$ cat src/rtl/mu0_io_pkg.sv
// mu0_io_pkg: shared MU0 I/O defaults, keypad register address and keypad helpers.
package mu0_io_pkg;
  localparam int SCAN_DIV_DEF = 25000;
  localparam int DEBOUNCE_FRAMES_DEF = 4;
  localparam logic [11:0] KEYPAD_ADDR = 12'hFF2;
  function automatic logic [3:0] lowest_idx(input logic [15:0] m);
    lowest_idx = 4'd0;
    for (int i = 15; i >= 0; i--) if (m[i]) lowest_idx = 4'(i);
  endfunction
endpackage

$ cat src/rtl/sync2.sv
// sync2: two-flop synchroniser with a configurable reset value.
module sync2 #(
  parameter int W = 1,
  parameter logic [W-1:0] RST_VAL = '0
) (
  input  logic         Clk,
  input  logic         nReset,
  input  logic [W-1:0] i_d,
  output logic [W-1:0] o_q
);
  logic [W-1:0] r_meta, r_sync;
  always_ff @(posedge Clk or negedge nReset) begin
    if (!nReset) begin
      r_meta <= RST_VAL;
      r_sync <= RST_VAL;
    end else begin
      r_meta <= i_d;
      r_sync <= r_meta;
    end
  end
  assign o_q = r_sync;
endmodule

$ cat src/rtl/keypad_scanner.sv
// keypad_scanner: 4x4 column-scanned keypad with frame-level debounce and key-press pulse.
module keypad_scanner
  import mu0_io_pkg::*;
#(
  parameter int SCAN_DIV = SCAN_DIV_DEF,
  parameter int DEBOUNCE_FRAMES = DEBOUNCE_FRAMES_DEF
) (
  input  logic        Clk,
  input  logic        nReset,
  input  logic [3:0]  row_n,
  output logic [3:0]  col_n,
  output logic [15:0] keypad,
  output logic        key_press,
  output logic [3:0]  key_code
);
  localparam int DW = $clog2(SCAN_DIV);
  localparam logic [DW-1:0] DIV_MAX = DW'(SCAN_DIV - 1);
  localparam logic [3:0] DF = 4'(DEBOUNCE_FRAMES);
  logic [3:0]    w_row_s;
  logic [DW-1:0] r_div;
  logic [1:0]    r_col;
  logic [3:0]    r_col_n;
  logic [15:0]   r_raw, r_prev, r_keypad;
  logic [3:0]    r_stable, r_key_code;
  logic          r_key_press;
  logic          w_wrap, w_frame_done, w_load;
  logic [15:0]   w_frame, w_new;
  logic [3:0]    w_stable_nxt;
  sync2 #(.W(4), .RST_VAL(4'hF)) u_sync (
    .Clk    (Clk),
    .nReset (nReset),
    .i_d    (row_n),
    .o_q    (w_row_s)
  );
  // The frame includes the sample taken this cycle, so column 3 needs no extra slot.
  always_comb begin
    w_frame = r_raw;
    for (int r = 0; r < 4; r++) w_frame[r*4 + int'(r_col)] = ~w_row_s[r];
  end
  assign w_wrap       = r_div == DIV_MAX;
  assign w_frame_done = w_wrap && r_col == 2'd3;
  assign w_stable_nxt = (w_frame != r_prev) ? 4'd1 : (r_stable == DF) ? DF : r_stable + 4'd1;
  assign w_new        = w_frame & ~r_keypad;
  assign w_load       = w_frame_done && w_stable_nxt == DF && w_frame != r_keypad;
  always_ff @(posedge Clk or negedge nReset) begin
    if (!nReset) begin
      r_div       <= '0;
      r_col       <= 2'd0;
      r_col_n     <= 4'b1110;
      r_raw       <= '0;
      r_prev      <= '0;
      r_stable    <= '0;
      r_keypad    <= '0;
      r_key_press <= 1'b0;
      r_key_code  <= '0;
    end else begin
      r_div       <= w_wrap ? '0 : r_div + DW'(1);
      r_key_press <= 1'b0;
      if (w_wrap) begin
        r_raw   <= w_frame;
        r_col   <= r_col + 2'd1;
        r_col_n <= ~(4'b0001 << (r_col + 2'd1));
      end
      if (w_frame_done) begin
        r_prev   <= w_frame;
        r_stable <= w_stable_nxt;
      end
      if (w_load) begin
        r_keypad    <= w_frame;
        r_key_press <= |w_new;
        if (|w_new) r_key_code <= lowest_idx(w_new);
      end
    end
  end
  assign col_n     = r_col_n;
  assign keypad    = r_keypad;
  assign key_press = r_key_press;
  assign key_code  = r_key_code;
endmodule

$ cat config.mk
export PLATFORM = sky130hd
export DESIGN_NAME = keypad_scanner
export DESIGN_NICKNAME = d
export VERILOG_FILES = /design/src/rtl/mu0_io_pkg.sv /design/src/rtl/sync2.sv /design/src/rtl/keypad_scanner.sv
export SDC_FILE = /design/constraint.sdc
export NUM_CORES = 1
export LEC_CHECK = 0
export BUFFER_PORTS_ARGS = -buffer_cell sky130_fd_sc_hd__buf_2
export CAP_MARGIN = 5
export CORE_MARGIN = 2
export CORE_UTILIZATION = 50
export DETAILED_ROUTE_END_ITERATION = 7
export GPL_TIMING_DRIVEN = 0
export PLACE_DENSITY = 0.73
export SLEW_MARGIN = 20
export SYNTH_ARGS = -nofsm -noshare
export SYNTH_HDL_FRONTEND = slang
export SYNTH_SLANG_ARGS = --single-unit
$ cat constraint.sdc
create_clock -name Clk -period 3.9 [get_ports Clk]
set_input_delay 0 -clock Clk [delete_from_list [all_inputs] [get_ports Clk]]
set_output_delay 0 -clock Clk [all_outputs]
set_load 0.03 [all_outputs]
# Yosys cells after proc, flatten, opt, wreduce, memory -nomap -nowiden
# Cells that the tools add are included.
# totals
output_inout_bits	25
elab_cells	80
in_bits	6
regBits	86
# op_classes
addsub	6
n_shift	1
mux	32
eq_ne	6
reduce_logical	9
bitwise	7
n_lt_le_gt_ge	8
# op_table
cell	n
$mux W4	18
$bwmux W16	4
$ne A16 B16 Y1	2
$and A16 B16 Y16	1
$not A16 Y16	1
$reduce_or A16 Y1	1
$add A15 B1 Y15 const B	1
$eq A15 B15 Y1 const B	1
$mux W15	1
$demux W1 S4	3
$add A4 B2 Y5 const A	2
$ge A5 B1 Y1 const B	2
$lt A5 B5 Y1 const B	2
$eq A4 B3 Y1 const B	2
$logic_and A1 B1 Y1	7
$lt A2 B5 Y1 const B	1
$lt A4 B5 Y1 const B	1
$mux W1	5
$add A3 B2 Y4 const A	1
$add A4 B1 Y4 const B	1
$ge A4 B1 Y1 const B	1
$not A1 Y1	4
$not A4 Y4	1
$shl A1 B2 Y4 const A	1
5 further kinds	5

# Longest topological paths before layout
# Gate-level depths: netlist of the first run.
# logic_depth
ltp_word	25
depth_mapped	13
mapped_depth_nobuf	12

# Modules after synthesis
# A second synthesis of the first run with hierarchy kept.
# hier_totals
cells_unflattened	408
hier_area_um2	4295.4
# modules_own_cells
mod	area_per_inst_um2	n_inst	seq_area_each_um2	cells_each
keypad_scanner	4085.2	1	1955.6	400
sync2	210.2	1	210.2	8

# Worst setup path after synthesis of the first run
# No wires, ideal clock.
# synth_timing
path_type	reg-to-reg
startpoint	reg r_col[0]
endpoint	reg r_keypad[11] (netlist: keypad[11])
stages_incl_launch_ff	13
required_ps	3772
period_less_slack_ps	2867
arrival_time_ps	2740
path_buffers	1
setup_ps	128
path_slack_ps	1033
path_cell_list	dfrtp_1 > inv_1 > ha_1 > nand2b_1 > and2_1 > inv_1 > ha_1 > nand4_1 > nor4_1 > a2111o_1 > nor3_2 > buf_4 > mux2_1
# synth_between
elab_chain_cells	13
elab_cells_between_ends	35
classes_between	add/sub: 3; order compare: 8; eq/ne: 4; mux: 13; reduce/logical: 7
# synth_rtl
item	line	source
start, declared	keypad_scanner.sv:21	logic [1:0] r_col;
start signal, assigned	keypad_scanner.sv:61	r_col <= r_col + 2'd1;
$add A3 B2 Y4	keypad_scanner.sv:38	for (int r = 0; r < 4; r++) w_frame[r*4 + int'(r_col)] = ~w_row_s[r];
$lt A4 B5 Y1 (implied by the code) / $ge A4 B1 Y1 (equally long branches)	keypad_scanner.sv:38	
$logic_and A1 B1 Y1 (implied by the code)	keypad_scanner.sv:38	
$mux W1 (implied by the code)	keypad_scanner.sv:38	
$demux W1 S4	keypad_scanner.sv:38	
$bwmux W16 (2 in series)	keypad_scanner.sv:38	
$bwmux W16 (*)	keypad_scanner.sv:38	
via w_frame[6]	keypad_scanner.sv:27	logic [15:0] w_frame, w_new;
$ne A16 B16 Y1	keypad_scanner.sv:42	assign w_stable_nxt = (w_frame != r_prev) ? 4'd1 : (r_stable == DF) ? DF : r_stable + 4'd1;
$mux W4	keypad_scanner.sv:42	
$eq A4 B3 Y1	keypad_scanner.sv:44	assign w_load = w_frame_done && w_stable_nxt == DF && w_frame != r_keypad;
$logic_and A1 B1 Y1	keypad_scanner.sv:44	
$logic_and A1 B1 Y1 (*)	keypad_scanner.sv:44	
end signal, assigned	keypad_scanner.sv:69	r_keypad <= w_frame;
end, declared	keypad_scanner.sv:23	logic [15:0] r_raw, r_prev, r_keypad;
# Mark *: on every way through the listed nets, which the timed path passes. The rest lies on a longest branch.
# A chain may end at the register's enable or synchronous reset.

# Worst setup path after layout of the first run
# Ends and elaborated chain as after synthesis.

==> metrics.txt, run 1 <==
final net count roughly 530; CTS sink count between 80 and 90; r2r worst-path depth 12; Cell variety after synth 52; routed len/inst approximately 15 um; Post-synth top flop dfrtp_1; Worst slew margin 0.486; PortBufs 30; H-tree depth 3; Reg clk slew, reported paths approximately 0.090 ns; drt pass-1 iters 4; Post-synth EDFFs 0; r2r startpoint r_col[0]; GRT Total Usage 0.201; Setup CP Type flop to flop; Post-Place Cells 595; Syn Std Cell Area approximately 4500 um2; Ys Warns 0; syn_area_per_cell approximately 10 um2; antenna-violating nets left 0; via/cell ratio around 5.5; DP HPWL between 6 and 7 mm; total of max-cap violations 0; Clock Latency Late Sink 0.35 ns; commonest non-fill, non-tap cells in the layout dfrtp_1 (75), nand2_1 (55), o21ai_0 (41); Worst VDD drop between 200 and 300 uV; vias in the first global route roughly 3200; die footprint between 9000 and 10000 um2; Syn Nets approximately 490; Crit. End Element flop; CTS Buffer Depth 2; first-pass GRT wire length between 15 and 20 mm; crit path max fanout 10; row count 34; r2r setup slk about 0.40 ns; n_diodes 0; routability congestion estimate 0.873; die width 98.7 um; largest net degree at the start of global routing 55; status completed; ys async rst share 1.00; # setup viols final 0; crit path DAT about 3.8 ns; reg-to-reg endpoint keypad[11]; RSZ-0062 raised after global routing false; Ports 31; global route overflow 0; CTS tree yes; Post-Route WL 9.36 mm; min cycle time layout roughly 3.5 ns; LEAKAGE roughly 2.4 nW; Max Clock Freq 285 MHz; antenna violations before repair 0; Area growth syn-to-layout 13.8%; CTS buffer count 9; Seq/Total Area, Yosys 0.483; Layout Cells excl Fill roughly 600; startpoint type of the worst setup path flop; setup TNS 0 ns; vias ~3400; drt initial violations between 150 and 200; Yosys reg bits 86; Final Hold Vio Count 0; layout cells sized above 1 0.146; commonest non-fill, non-tap cell in the layout dfrtp_1; Hold Crit Class input pin to asynchronous set/reset pin; footprint of the multi-input gates approximately 2100 um2; die height 98.7 um; clock skew roughly 0.0076 ns; residual DRC count 0; crit share post-route 0.898; Reg area ~2200 um2; Root Buffer clkbuf_8; Cells after Synth between 400 and 500; Filler cells ~750; Starting Density 0.514; P per Cell Area between 300 and 400 nW/um2; Core Util, Final 0.585; setup bufs post-CTS 0; Final Max Slew Viols 0; Core ar. about 8700 um2; worst slew pin tran about 0.76 ns; Worst Path Required around 4.1 ns
registers in the layout, summed over array words and instances (netlist names):
register and cells:
col_n 4, key_press 1, key_code 4, r_prev 16, u_sync.o_q 4, u_sync.r_meta 4, r_raw 16, r_stable 4
r_col 2, keypad 16, r_div 15
layout make-up:
class / instances / area share
clock inverters: 6 / 0.0228
inverters: 38 / 0.0280
multi-input cells: 319 / 0.413
repair buffers: 36 / 0.0451
flip-flops and latches: 86 / 0.425
plain buffers: 13 / 0.0128
clock buffers: 10 / 0.0270
well taps: 108 / 0.0265
how the worst max path moves through the flow:
stage                     cells past startpoint          to  startpoint
final                                        12  keypad[11]    r_col[0]
after global routing                         13  keypad[12]    r_col[0]
after CTS                                    12  keypad[11]    r_col[0]
after detailed placement                     12  keypad[11]    r_col[0]
after global placement                       12  keypad[11]    r_col[0]
after floorplan                              12  keypad[11]    r_col[0]
metal layers:
metal  vias to the layer above  share of wire  GRT usage
li1                       1667              -          -
met1                      1656           0.49      0.292
met5                         -              0          0
met4                         0          0.017     0.0622
met3                        13          0.040     0.0404
met2                        69           0.46      0.307
worst max-delay path, stage by stage (launching register included):
cell and delay (ns):
dfrtp_1 0.43, inv_1 0.13, ha_1 0.44, nand2b_1 0.20, and2_1 0.24, inv_1 0.07, ha_1 0.27, nand4_1 0.08
nor4_1 0.69, a2111o_1 0.27, nor3_2 0.05, buf_4 0.21, mux2_1 0.32
per-stage QoR:
| step | hold slack (ns) | setup WS (ns) | power, mW | cell area, um2 |
|---|---|---|---|---|
| 2_1_floorplan | -0.296 | 1.03 | 0.939 | 4480 |
| 3_3_place_gp | 0.105 | 0.487 | 0.967 | 4770 |
| 3_5_place_dp | -0.0249 | 0.389 | 0.972 | 4800 |
| 4_1_cts | 0.131 | 0.377 | 1.75 | 5100 |
| 5_1_grt | 0.160 | 0.160 | 1.80 | 5100 |
| 6_report | 0.122 | 0.397 | 1.74 | 5100 |
synth_stat cells, types with 2 or more instances:
cell / count / area share
nor4_1: 14 / 0.020
and2_1: 14 / 0.020
xor2_1: 7 / 0.014
clkbuf_1: 10 / 0.0084
inv_1: 38 / 0.032
a21oi_1: 16 / 0.018
o21ai_0: 41 / 0.046
and3_1: 15 / 0.021
mux2_2: 4 / 0.010
nor3_1: 6 / 0.0067
dfstp_2: 11 / 0.064
dfrtp_1: 75 / 0.42
a211oi_1: 2 / 0.0033
nand2b_1: 31 / 0.043
nor2_1: 20 / 0.017
xnor2_1: 8 / 0.016
or4_1: 2 / 0.0033
ha_1: 24 / 0.067
a21o_1: 2 / 0.0033
a2bb2oi_1: 2 / 0.0039
nand4_1: 10 / 0.014
mux2i_1: 13 / 0.029
nand2_1: 55 / 0.046
nand3_1: 8 / 0.0089
cell families after synthesis:
kind of cell    share of synthesized area
simple gates                        0.234
flops                               0.483
compound gates                     0.0986
buf+inv                            0.0463
fa+ha+maj                          0.0670
mux                                0.0416
xor+xnor                           0.0293
what timing repair did:
| action | 4_1_cts | 5_1_grt |
|---|---|---|
| resized for setup | 0 | 0 |
| endpoints found under the hold margin | 71 | 0 |
| hold buffers | 5 | 0 |
power breakdown:
group | total (mW) | internal (mW) | leakage [nW] | switching, mW
registers | 0.903 | 0.899 | 1.15 | 0.00464
clock network | 0.779 | 0.449 | 0.127 | 0.330
logic | 0.0541 | 0.0185 | 1.13 | 0.0356
Power figures use the tool's default switching activity.
==> run 2: changes to the inputs <==
--- a/config.mk
+++ b/config.mk
@@ -7,6 +7,7 @@
 export LEC_CHECK = 0
 export BUFFER_PORTS_ARGS = -buffer_cell sky130_fd_sc_hd__buf_2
 export CAP_MARGIN = 5
+export CORE_ASPECT_RATIO = 1.4
 export CORE_MARGIN = 2
 export CORE_UTILIZATION = 50
 export DETAILED_ROUTE_END_ITERATION = 7
==> run 2 against run 1 <==
  * Register-to-register slack improved by 0.05 ns
  * Clock skew about the same
  * Largest cell class unchanged
  * Largest power group is now clock
  * Die area grew 0.11%
  * Routed wire length up 3.0%
  * Via count rose by 0.21%
  * Highest routed layer unchanged
  * Critical path type unchanged
==> metrics.txt, run 2 (same netlist as run 1, synthesis figures left out) <==
antenna violations before repair 0 (unchanged); layout cells sized above 1 0.146 (unchanged); crit path max fanout 10 (unchanged); routed len/inst 15.7 um (+3.5%); first-pass GRT wire length 16.2 mm (+3.0%); DP HPWL 7.05 mm (+5.1%); r2r setup slk 0.45 ns (+0.05 ns); Ports 31 (unchanged); vias in the first global route 3437 (+6.5%); largest net degree at the start of global routing 55 (unchanged); Starting Density 0.518 (+0.00371); residual DRC count 0 (unchanged); P per Cell Area 365 nW/um2 (+7.3%); reg-to-reg endpoint keypad[11]; crit share post-route 0.885 (-0.0132); min cycle time layout 3.45 ns (-0.0516 ns); r2r worst-path depth 12 (unchanged); Post-Route WL 9.64 mm (+3.0%); drt initial violations 190 (+21%); antenna-violating nets left 0 (unchanged); Root Buffer clkbuf_16; Worst Path Required 4.13 ns (about the same); PortBufs 30 (unchanged); Core ar. 8660 um2 (-0.72%); drt pass-1 iters 4 (unchanged); Final Max Slew Viols 0 (unchanged); Clock Latency Late Sink 0.34 ns (about the same); via/cell ratio 5.57 (+0.70%); setup bufs post-CTS 0 (unchanged); # setup viols final 0 (unchanged); Worst VDD drop 242 uV (-5.0%); final net count 533 (unchanged); # resized after CTS 0 (unchanged); Setup Slack @ Placement 0.383 ns (-0.00597 ns); Max Clock Freq 290 MHz (+1.5%); Hold Crit Class input pin to asynchronous set/reset pin; clock skew 0.00787 ns (+0.000233 ns); status completed; worst slew pin tran 0.748 ns (-0.0166 ns); CTS tree yes; row count 40 (+18%); CTS sink count 86 (unchanged); setup TNS 0 ns (unchanged); crit path DAT 3.68 ns (-0.07 ns); commonest non-fill, non-tap cell in the layout dfrtp_1; H-tree depth 3 (unchanged); Tot Pwr 1.89 mW (+8.7%); Worst slew margin 0.497 (+0.0112); Final Hold Vio Count 0 (unchanged); CTS Buffer Depth 2 (unchanged); Area growth syn-to-layout 15.3%; die height 116 um (+18%); final worst slack 0.448 ns (+0.0516 ns); commonest non-fill, non-tap cells in the layout dfrtp_1 (75), nand2_1 (55), o21ai_0 (41); r2r startpoint r_col[0]; RSZ-0062 raised after global routing false; Setup CP Type flop to flop; global route overflow 0 (unchanged); total of max-cap violations 0 (unchanged); Reg clk slew, reported paths 0.07 ns (-0.02 ns); die footprint 9750 um2 (+0.11%); GRT Total Usage 0.214 (+0.0125); die width 84.0 um (-15%); Crit. End Element flop; startpoint type of the worst setup path flop; n_diodes 0 (unchanged); CTS buffer count 9 (unchanged); LEAKAGE 2.43 nW (+1.1%); routability congestion estimate 0.783 (-10%); vias 3412 (+0.21%)
==> run 2: cell types whose count changed in the layout (fill, tap and decap cells not counted) <==
cell	delta
clkbuf_16	+9
clkbuf_8	-9
clkinv_2	+2
clkinvlp_4	+2
inv_6	-2
bufinv_16	-1
clkinv_4	-1
==> run 2: repair_timing <==
item	4_1_cts	5_1_grt
hold buffers	5	0
hold endpoints to repair	36	0
endpoints found under the setup margin	0	0
==> run 2: metal layers <==
metal / GRT usage / vias to the layer above / wire length, um
met4: 0.0968 / 0 / 204
met1: 0.241 / 1658 / 3930
met5: 0 / - / 0
met2: 0.396 / 69 / 5180
met3: 0.0363 / 18 / 324
li1: - / 1667 / -
==> run 2: area by class of cell <==
type / instances / area, um2
clock buffer: 10 / 239
clock inverter: 6 / 85.1
buffer: 13 / 65.1
multi-input combinational: 319 / 2110
fill: 754 / 3490
inverter: 38 / 143
tap: 105 / 131
sequential: 86 / 2170
timing repair buffer: 36 / 230
==> run 2: worst max-delay path, stage by stage (launching register included) <==
cell and delay (ns):
dfrtp_1 0.42, inv_1 0.13, ha_1 0.43, nand2b_1 0.20
and2_1 0.23, inv_1 0.07, ha_1 0.27, nand4_1 0.08
nor4_1 0.67, a2111o_1 0.26, nor3_2 0.05, buf_4 0.21
mux2_1 0.31
==> run 2: how the worst max path moves through the flow <==
stage                  to  cells after the start     start
6_report       keypad[11]                     12  r_col[0]
5_1_grt        keypad[11]                     12  r_col[0]
4_1_cts        keypad[11]                     12  r_col[0]
3_5_place_dp   keypad[11]                     12  r_col[0]
3_3_place_gp   keypad[11]                     12  r_col[0]
2_1_floorplan  keypad[11]                     12  r_col[0]
==> run 2: power by group <==
| group | total (mW) | switching [mW] | internal (mW) |
|---|---|---|---|
| Combinational | 0.0537 | 0.0353 | 0.0184 |
| Clock | 0.928 | 0.353 | 0.576 |
| Sequential | 0.905 | 0.00476 | 0.900 |
==> run 2: through the flow <==
step	util	cells	hold slack [ns]	instance area, um2
final	0.597	613	0.154	5170
after global routing	0.597	613	0.193	5170
after CTS	0.597	613	0.164	5170
after detailed placement	0.554	592	-0.0173	4790
after global placement	0.550	591	0.105	4760
after floorplan	-	456	-0.296	4480
